[src/rtl/operand_fetch_ctrl.sv]
// Operand fetch sequencer: walks Count addresses from Base_Addr, reads operand pairs and issues them
// to the Booth multiplier over valid/ready. Optional macro ZERO_SKIP_EN drops pairs with a zero operand.
module operand_fetch_ctrl #(
    parameter int unsigned DATA_WIDTH = 9,
    parameter int unsigned ADDR_WIDTH = 4,
    parameter int unsigned READ_LAT   = 1
) (
    input  logic                  Clk,
    input  logic                  Rst,
    input  logic                  Start,
    input  logic [ADDR_WIDTH-1:0] Base_Addr,
    input  logic [ADDR_WIDTH:0]   Count,
    input  logic                  Bank_Sel,
    output logic [ADDR_WIDTH-1:0] Addr,
    output logic                  W_En,
    output logic                  M_Sel,
    input  logic [DATA_WIDTH-1:0] Data1_O,
    input  logic [DATA_WIDTH-1:0] Data2_O,
    output logic [DATA_WIDTH-1:0] Op_A,
    output logic [DATA_WIDTH-1:0] Op_B,
    output logic                  Op_Valid,
    input  logic                  Op_Ready,
    output logic                  Busy,
    output logic                  Done
`ifdef ZERO_SKIP_EN
    ,
    output logic [ADDR_WIDTH:0]   Skip_Cnt
`endif
);

    localparam int unsigned WAIT_W = (READ_LAT == 0) ? 1 : $clog2(READ_LAT + 1);
    localparam logic [WAIT_W-1:0]     WAIT_LAST = WAIT_W'(READ_LAT);
    localparam logic [WAIT_W-1:0]     WAIT_ONE  = WAIT_W'(1);
    localparam logic [ADDR_WIDTH-1:0] ADDR_ONE  = ADDR_WIDTH'(1);
    localparam logic [ADDR_WIDTH:0]   IDX_ONE   = (ADDR_WIDTH + 1)'(1);

    typedef enum logic [1:0] {S_IDLE, S_FETCH, S_ISSUE, S_DONE} state_t;

    state_t                  state_q, state_d;
    logic [ADDR_WIDTH-1:0]   addr_q, addr_d;
    logic                    m_sel_q, m_sel_d;
    logic [DATA_WIDTH-1:0]   op_a_q, op_a_d;
    logic [DATA_WIDTH-1:0]   op_b_q, op_b_d;
    logic                    op_valid_q, op_valid_d;
    logic                    busy_q, busy_d;
    logic                    done_q, done_d;
    logic [ADDR_WIDTH:0]     idx_q, idx_d;
    logic [ADDR_WIDTH:0]     cnt_q, cnt_d;
    logic [WAIT_W-1:0]       wait_q, wait_d;
    logic                    last_pair;
    logic                    skip_pair;

`ifdef ZERO_SKIP_EN
    logic [ADDR_WIDTH:0]     skip_cnt_q, skip_cnt_d;
    assign skip_pair = (Data1_O == '0) || (Data2_O == '0);
    assign Skip_Cnt  = skip_cnt_q;
`else
    assign skip_pair = 1'b0;
`endif

    // idx and Count share ADDR_WIDTH+1 bits so a full 2**ADDR_WIDTH run terminates correctly
    assign last_pair = (idx_q == (cnt_q - IDX_ONE));

    always_comb begin
        state_d    = state_q;
        addr_d     = addr_q;
        m_sel_d    = m_sel_q;
        op_a_d     = op_a_q;
        op_b_d     = op_b_q;
        op_valid_d = op_valid_q;
        idx_d      = idx_q;
        cnt_d      = cnt_q;
        wait_d     = wait_q;
`ifdef ZERO_SKIP_EN
        skip_cnt_d = skip_cnt_q;
`endif
        case (state_q)
            S_IDLE: begin
                if (Start) begin
`ifdef ZERO_SKIP_EN
                    skip_cnt_d = '0;
`endif
                    if (Count != '0) begin
                        state_d = S_FETCH;
                        addr_d  = Base_Addr;
                        cnt_d   = Count;
                        m_sel_d = Bank_Sel;
                        idx_d   = '0;
                        wait_d  = '0;
                    end else begin
                        state_d = S_DONE;
                    end
                end
            end
            S_FETCH: begin
                if (wait_q == WAIT_LAST) begin
                    wait_d = '0;
                    if (skip_pair) begin
                        // Trivially-zero product: advance exactly as if the pair had been accepted
`ifdef ZERO_SKIP_EN
                        skip_cnt_d = skip_cnt_q + IDX_ONE;
`endif
                        if (last_pair) begin
                            state_d = S_DONE;
                        end else begin
                            idx_d  = idx_q + IDX_ONE;
                            addr_d = addr_q + ADDR_ONE;
                        end
                    end else begin
                        op_a_d     = Data1_O;
                        op_b_d     = Data2_O;
                        op_valid_d = 1'b1;
                        state_d    = S_ISSUE;
                    end
                end else begin
                    wait_d = wait_q + WAIT_ONE;
                end
            end
            S_ISSUE: begin
                if (op_valid_q && Op_Ready) begin
                    op_valid_d = 1'b0;
                    if (last_pair) begin
                        state_d = S_DONE;
                    end else begin
                        idx_d   = idx_q + IDX_ONE;
                        addr_d  = addr_q + ADDR_ONE;
                        state_d = S_FETCH;
                    end
                end
            end
            S_DONE: begin
                state_d = S_IDLE;
            end
            default: begin
                state_d = S_IDLE;
            end
        endcase
        busy_d = (state_d != S_IDLE);
        done_d = (state_d == S_DONE);
    end

    always_ff @(posedge Clk) begin
        if (Rst) begin
            state_q    <= S_IDLE;
            addr_q     <= '0;
            m_sel_q    <= 1'b0;
            op_a_q     <= '0;
            op_b_q     <= '0;
            op_valid_q <= 1'b0;
            busy_q     <= 1'b0;
            done_q     <= 1'b0;
            idx_q      <= '0;
            cnt_q      <= '0;
            wait_q     <= '0;
`ifdef ZERO_SKIP_EN
            skip_cnt_q <= '0;
`endif
        end else begin
            state_q    <= state_d;
            addr_q     <= addr_d;
            m_sel_q    <= m_sel_d;
            op_a_q     <= op_a_d;
            op_b_q     <= op_b_d;
            op_valid_q <= op_valid_d;
            busy_q     <= busy_d;
            done_q     <= done_d;
            idx_q      <= idx_d;
            cnt_q      <= cnt_d;
            wait_q     <= wait_d;
`ifdef ZERO_SKIP_EN
            skip_cnt_q <= skip_cnt_d;
`endif
        end
    end

    assign Addr     = addr_q;
    assign W_En     = 1'b0;
    assign M_Sel    = m_sel_q;
    assign Op_A     = op_a_q;
    assign Op_B     = op_b_q;
    assign Op_Valid = op_valid_q;
    assign Busy     = busy_q;
    assign Done     = done_q;

endmodule
[config.mk]
export PLATFORM = sky130hd
export DESIGN_NAME = operand_fetch_ctrl
export DESIGN_NICKNAME = d
export VERILOG_FILES = /design/src/rtl/operand_fetch_ctrl.sv
export SDC_FILE = /design/constraint.sdc
export NUM_CORES = 1
export LEC_CHECK = 0
export BUFFER_PORTS_ARGS = -buffer_cell sky130_fd_sc_hd__buf_2
export CAP_MARGIN = 20
export CORE_ASPECT_RATIO = 1.1
export CORE_MARGIN = 2
export CORE_UTILIZATION = 50
export CTS_CLUSTER_DIAMETER = 100
export DETAILED_ROUTE_END_ITERATION = 16
export GPL_ROUTABILITY_DRIVEN = 0
export PLACE_DENSITY_LB_ADDON = 0.08
export SYNTH_ARGS = -nofsm -noshare
export SYNTH_HDL_FRONTEND = slang
export SYNTH_SLANG_ARGS = --single-unit
[constraint.sdc]
create_clock -name Clk -period 2.95 [get_ports Clk]
set_input_delay 0.4425 -clock Clk [delete_from_list [all_inputs] [get_ports Clk]]
set_output_delay 0.4425 -clock Clk [all_outputs]
set_load 0.02 [all_outputs]
# Word-level counts from Yosys, hierarchy flattened
# Cells that the tools add are included.
dict set report op_classes {
  addsub 4
  mul 0
  div 0
  magnitude_cmp 0
  n_eq_ne 10
  n_shift 0
  mux 23
  bitwise 0
  reduce_logical 12
}
# op count
set op_table {}
lappend op_table {{5-bit two-way mux} 4}
lappend op_table {{4-bit two-way mux} 4}
lappend op_table {{2-bit two-way mux} 5}
lappend op_table {{2-bit inequality test, second input constant} 5}
lappend op_table {{5-bit case mux with 2 select lines} 1}
lappend op_table {{3-bit AND reduction} 3}
lappend op_table {{2-bit case mux with 4 select lines} 1}
lappend op_table {{4-bit case mux with 2 select lines} 1}
lappend op_table {{2-bit nonzero test} 4}
lappend op_table {{2-bit == test, second input constant} 3}
lappend op_table {{5-bit by 1-bit adder with 5-bit output, second input constant} 1}
lappend op_table {{5-bit == test} 1}
lappend op_table {{1-bit two-way mux} 5}
lappend op_table {{5-bit AND reduction} 1}
lappend op_table {{5-bit nonzero test} 1}
lappend op_table {{5-bit by 1-bit subtractor with 5-bit output, second input constant} 1}
lappend op_table {{4-bit by 1-bit adder with 4-bit output, second input constant} 1}
lappend op_table {{1-bit case mux with 2 select lines} 2}
lappend op_table {{2-bit by 1-bit == test with 1-bit output, second input constant} 1}
lappend op_table {{2-bit logical NOT} 1}
lappend op_table {{2-bit AND reduction} 1}
lappend op_table {{1-bit adder, second input constant} 1}
lappend op_table {{1-bit logical AND} 1}
dict set report totals {
  ff_bits 39
  latch_bits 0
  mem_bits_rw 0
  mem_bits_ro 0
  input_bits 32
  output_inout_bits 27
  elab_cells 60
  n_memories 0
}

# Depth between registers and ports, before layout
# Gate-level depths: netlist of the first run.
dict set report logic_depth {
  depth_word 6
  ltp_mapped 8
  ltp_nobuf 7
}

# Least setup slack after synthesis of the first run
# No wires, ideal clock.
dict set report synth_path {
  kind {reg2reg}
  startpoint {register cnt_q[0]}
  endpoint {register addr_q[2] (netlist: Addr[2])}
  setup_ps 93
  arrival_time_ps 1911
  t_required_ps 2857
  setup_slack_ps 946
  path_stages_with_launch 9
  path_buffers 1
  synth_period_minus_slack_ps 2004
  cell_sequence {dfxtp_1 > inv_1 > ha_1 > o21ba_1 > a221o_1 > a211oi_4 > buf_6 > nor2_2 > o311ai_2}
}
dict set report synth_between {
  elab_chain_len 4
}
# item line_no
set synth_rtl {}
lappend synth_rtl {{start, declared} 48} ;# logic [ADDR_WIDTH:0] cnt_q, cnt_d;
lappend synth_rtl {{start signal, assigned} 168} ;# cnt_q <= cnt_d;
lappend synth_rtl {{5-bit by 1-bit subtractor with 5-bit output} 62} ;# assign last_pair = (idx_q == (cnt_q - IDX_ONE));
lappend synth_rtl {{5-bit == test} 62}
lappend synth_rtl {{2-bit inequality test (no line)} --}
lappend synth_rtl {{5-bit AND reduction (no line)} --}
lappend synth_rtl {{end signal, assigned} 160} ;# addr_q <= addr_d;
lappend synth_rtl {{end, declared} 40} ;# logic [ADDR_WIDTH-1:0] addr_q, addr_d;
# Every way passes these cells.
# A chain may end at the register's enable or synchronous reset.

# Worst setup path after layout of the first run
dict set report layout_path {
  startpoint {register cnt_q[0]}
  endpoint {register addr_q[3] (netlist: Addr[3])}
}
# The elaborated chain is that of the path after synthesis.

==> flow_summary.json, run 1 <==
{
  "num_rows": 22,
  "final_util_pct": 63.2,
  "clockRootBuffer": "clkbuf_4",
  "synth-edff-count": 0,
  "finalHoldViolCount": 0,
  "grt_max_degree": 41,
  "cts.path.max_buffers": 2,
  "yosysWarnings": 0,
  "synth_fp_nets": 248,
  "cts_tree": "yes",
  "grt_pass1_vias": 1572,
  "grt_usage_pct": 20.4,
  "clock_sinks": 39,
  "dp_hpwl_um": 2690,
  "die_height_um": 66.5,
  "syn_avg_cell_area_um2": 8.35,
  "grt_antenna_before_repair": 0,
  "finClkSkew_ps": 6.59,
  "place_area_um2": 2060,
  "rrSetupSlack_ps": 620,
  "ys_seq_area_share_pct": 43.9,
  "ir_drop_mv": 0.312,
  "fmax_mhz": 430,
  "cp-start-kind": "flop",
  "avgRoutedWirePerCell_um": 11.6,
  "synthCells": 213,
  "crit_path_max_fanout": 16,
  "clk_pin_slew_ps": 120,
  "setup_viol": 0,
  "diodes": 0,
  "hold_buffers": 0,
  "maxSlewHeadroom_pct": 52.4,
  "design_area_um2": 2120,
  "clkLatencyLatePin_ps": 340,
  "async_reset_ff_share_pct": 0,
  "p_leak_nw": 0.878,
  "crit_required_ps": 3210,
  "drive_gt1_share_pct": 28.4,
  "synth-seq-cells": 39,
  "overflow": 0,
  "cts_buffers": 5,
  "fin_tns_setup_ps": 0,
  "tightest_slew_ps": 714,
  "finalMaxSlewViolations": 0,
  "status": "complete, no violations",
  "wl_um": 3670,
  "drc": 0,
  "drtIter0Drc": 47,
  "rsz0062_at_grt": "no",
  "cp.arrival_ps": 2580,
  "hold_path.class": "input port to flop",
  "grt_pass1_wl_um": 6310,
  "finalCritPeriodShare_pct": 78.9,
  "die_x_um": 60.9,
  "nets": 302,
  "vias": 1636,
  "final_antenna_net_count": 0,
  "viasPerCell": 5.18,
  "dieArea_um2": 4050,
  "min_period_ps": 2330,
  "portBuffers": 57,
  "endpoint_kind": "flop",
  "syn-cell-area_um2": 1780,
  "htree_levels": 2,
  "dr.pass1.iters": 4,
  "powerDensity_nw_per_um2": 484,
  "critical_path_class": "flop to flop",
  "core_area_um2": 3360,
  "cap_violations": 0,
  "synth-main-ff-cell": "dfxtp_1",
  "cts_resized": 0,
  "yosys.cell_types.count": 41,
  "post_cts_buffers": 0,
  "start_util_pct": 52.9,
  "syn2layout_area_growth_pct": 19.3,
  "pin_count": 59
}
[where the power goes]
part,total (mW),switching (mW),internal [mW]
combinational,0.182,0.106,0.0758
sequential,0.574,0.0218,0.552
clock,0.271,0.180,0.0910
[Yosys cell counts, types with 2 or more instances]
library cell,count,area (um^2)
nand2_1,49,184
dfxtp_1,39,781
a21oi_1,33,165
nor2_1,13,48.8
nand3_1,7,35.0
or4_1,7,52.6
clkbuf_1,6,22.5
inv_1,6,22.5
o31ai_1,4,30.0
a22oi_1,3,22.5
and2_1,3,18.8
buf_6,3,33.8
ha_1,3,37.5
xnor2_1,3,26.3
xor2_1,3,26.3
nand2b_1,2,12.5
nor3_1,2,10.0
o21a_1,2,15.0
o21ai_1,2,10.0
o311ai_2,2,32.5
[critical path, cell delays in order, from the launching register on]
cell,delay [ps]
dfxtp_1,410
inv_1,60
ha_1,250
o21ba_1,180
a221o_1,370
a211oi_4,580
nor2_2,150
o311ai_2,230
[metal layers]
layer  up-vias  GRT usage [%]  wire length, um
li1        842              -                -
met1       750           22.8             1570
met2        38           35.8             1860
met3         6           7.18              206
met4         0           5.71               43
met5         -              0                0
[final timing paths]
| kind | end | cells after the start | startpoint |
|---|---|---|---|
| worst max register to register | Addr[3]$_SDFFE_PP0P_ | 7 | cnt_q[0]$_SDFFE_PP0P_ |
| worst max-delay path | Addr[3]$_SDFFE_PP0P_ | 7 | cnt_q[0]$_SDFFE_PP0P_ |
| worst min-delay path | Op_A[2]$_SDFFE_PP0P_ | 3 | Data1_O[2] |
| worst min register to register | Op_A[1]$_SDFFE_PP0P_ | 2 | Op_A[1]$_SDFFE_PP0P_ |
[cell type report]
| class | instances | area (um^2) |
|---|---|---|
| flip-flops and latches | 39 | 781 |
| inverters | 6 | 22.5 |
| fillers | 329 | 1240 |
| repair buffers | 58 | 293 |
| multi-input cells | 157 | 907 |
| clock inverters | 3 | 20.0 |
| well taps | 48 | 60.1 |
| clock buffers | 5 | 37.5 |
[cells in the final DEF, fill, tap and decap left out, types with 2 or more instances in the layout]
cell        instances
buf_2              57
nand2_1            49
dfxtp_1            39
a21oi_1            33
nor2_1             13
nand3_1             7
or4_1               7
inv_1               6
clkbuf_4            5
o31ai_1             4
a22oi_1             3
and2_1              3
xor2_1              3
xnor2_1             3
ha_1                3
nor3_1              2
o21ai_1             2
nand2b_1            2
o21a_1              2
o311ai_2            2
clkinvlp_4          2
[metrics by stage]
| step | setup WS (ps) | power, mW | hold slack (ps) | instances |
|---|---|---|---|---|
| floorplan | 946 | 0.713 | 448 | 213 |
| global placement | 705 | 0.767 | 440 | 308 |
| detailed placement | 641 | 0.770 | 444 | 308 |
| CTS | 606 | 1.04 | 305 | 316 |
| global route | 439 | 1.08 | 304 | 316 |
| finish | 623 | 1.03 | 317 | 316 |
[sequential cells by signal, indices dropped and copies added (netlist names)]
signal and cells:
Addr 4, Busy 1, Done 1, M_Sel 1
Op_A 9, Op_B 9, Op_Valid 1, cnt_q 5
idx_q 5, state_q 2, wait_q 1
[logic make-up after synthesis]
family | after synthesis | share of synthesized area [%]
and+or+nand+nor | 91 | 24.6
AOI/OAI and AO/OA | 55 | 20.6
DFF | 39 | 43.9
buffers and inverters | 17 | 5.07
xor gates and xnor gates | 6 | 2.96
adders and majority gates | 3 | 2.11
other | 1 | 0.211
muxes | 1 | 0.563
Power figures use the tool's default switching activity.
==> run 2: changes to the inputs <==
- CORE_UTILIZATION: 50 -> 49
- clock period: 2.95 -> 2.4 ns (I/O delays scaled with it)
==> run 2 against run 1 <==
  * Final area up 1.4%
  * Setup slack worse by 430 ps
  * Cell count up 0.63%
  * Sequential power up 23%
  * Clock power up 43%
  * Core utilization down 0.14 points
==> flow_summary.json, run 2 (synthesized netlist as in run 1, its figures left out) <==
{
  "p_total_mw": 1.32,
  "seqPwrFrac_pct": 53.6,
  "crit_path_max_fanout": 9,
  "status": "complete, no violations",
  "overflow": 0,
  "post_cts_buffers": 0,
  "clk_pin_slew_ps": 110,
  "final_util_pct": 63.0,
  "critical_path_class": "flop to flop",
  "grt_pass1_vias": 1419,
  "htree_levels": 2,
  "cts.path.max_buffers": 2,
  "drc": 0,
  "maxSlewHeadroom_pct": 52.4,
  "finalCritPeriodShare_pct": 92.1,
  "cts_tree": "yes",
  "p_leak_nw": 0.900,
  "grt_antenna_before_repair": 0,
  "power.share.switching_pct": 28.3,
  "clockRootBuffer": "clkbuf_4",
  "finalHoldViolCount": 0,
  "setup_viol": 0,
  "p_comb_share_pct": 17.0,
  "nets": 304,
  "rsz0062_at_grt": "no",
  "wl_um": 3670,
  "dr.pass1.iters": 4,
  "dp_hpwl_um": 2690,
  "start_util_pct": 52.1,
  "pin_count": 59,
  "layout_commonest_cell": "buf_2",
  "cap_violations": 0,
  "viasPerCell": 5.06,
  "syn2layout_area_growth_pct": 21.0,
  "layout_common_cells": "57 x buf_2, 49 x nand2_1, 39 x dfxtp_1",
  "cp.arrival_ps": 2490,
  "cts_resized": 0,
  "grt_pass1_wl_um": 6070,
  "drtIter0Drc": 70,
  "hold_path.class": "input port to flop",
  "avgRoutedWirePerCell_um": 11.6,
  "portBuffers": 57,
  "die_x_um": 61.4,
  "endpoint_kind": "flop",
  "clock_sinks": 39,
  "cp-start-kind": "flop",
  "diodes": 0,
  "pwr-share-clk_pct": 29.4,
  "min_period_ps": 2210,
  "cts_buffers": 5,
  "grt_usage_pct": 19.6,
  "powerDensity_nw_per_um2": 612,
  "finClkSkew_ps": 6.17,
  "fmax_mhz": 453,
  "p_sw_mw": 0.372,
  "fin_tns_setup_ps": 0,
  "ir_drop_mv": 0.375,
  "p_int_mw": 0.944,
  "grt_max_degree": 41,
  "dieArea_um2": 4130,
  "clkLatencyLatePin_ps": 340,
  "core_area_um2": 3410,
  "drive_gt1_share_pct": 28.9,
  "hold_buffers": 0,
  "finalMaxSlewViolations": 0,
  "die_height_um": 67.2,
  "tightest_slew_ps": 713,
  "vias": 1608,
  "crit_required_ps": 2680,
  "num_rows": 22,
  "final_antenna_net_count": 0
}
==> run 2: cell types whose count changed in the layout (fill, tap and decap cells not counted) <==
cell / change
buf_4: +2
clkbuf_8: +2
clkinv_2: -1
clkinvlp_4: -1
==> run 2: worst paths after layout <==
check,startpoint,endpoint,slack [ps],cells after the start
worst max-delay path,cnt_q[0]$_SDFFE_PP0P_,Done$_SDFF_PP0_,190,8
worst min register to register,Op_B[0]$_SDFFE_PP0P_,Op_B[0]$_SDFFE_PP0P_,460,2
worst min-delay path,Data1_O[4],Op_A[4]$_SDFFE_PP0P_,240,3
worst max register to register,cnt_q[0]$_SDFFE_PP0P_,Done$_SDFF_PP0_,190,8
==> run 2: through the flow <==
| step | worst slack, ps | cell area [um^2] | cells | hold WS [ps] |
|---|---|---|---|---|
| 2_1_floorplan | 396 | 1780 | 213 | 448 |
| 3_3_place_gp | 256 | 2080 | 310 | 439 |
| 3_5_place_dp | 202 | 2080 | 310 | 446 |
| 4_1_cts | 178 | 2150 | 318 | 226 |
| 5_1_grt | 38.3 | 2150 | 318 | 222 |
| 6_report | 191 | 2150 | 318 | 242 |
==> run 2: area by class of cell <==
cell class	count	area (um^2)
repair buffers	60	308
clock inverters	1	7.51
inverters	6	22.5
multi-input cells	157	907
flip-flops and latches	39	781
well taps	48	60.1
fillers	349	1260
clock buffers	7	65.1
==> run 2: power by group through the flow <==
stage                     clock [mW]  combinational [mW]  sequential, mW
after global placement             0               0.225           0.720
final                          0.387               0.224           0.706
after CTS                      0.400               0.227           0.706
after floorplan                    0               0.137           0.739
after global routing           0.425               0.250           0.711
after detailed placement           0               0.226           0.721
==> run 2: critical path, cell delays in order, from the launching register on <==
cell	delay, ps
dfxtp_1	400
inv_1	60
ha_1	240
o21ba_1	180
a221o_1	380
a211oi_4	410
buf_4	240
a2111oi_2	70
nor3_2	160
==> run 2: metal layers <==
metal | GRT usage [%] | up-vias | share of wire, %
li1 | - | 847 | -
met1 | 23.9 | 731 | 46
met2 | 32.4 | 28 | 49
met3 | 6.70 | 2 | 4.4
met4 | 5.59 | 0 | 0.38
met5 | 0 | - | 0
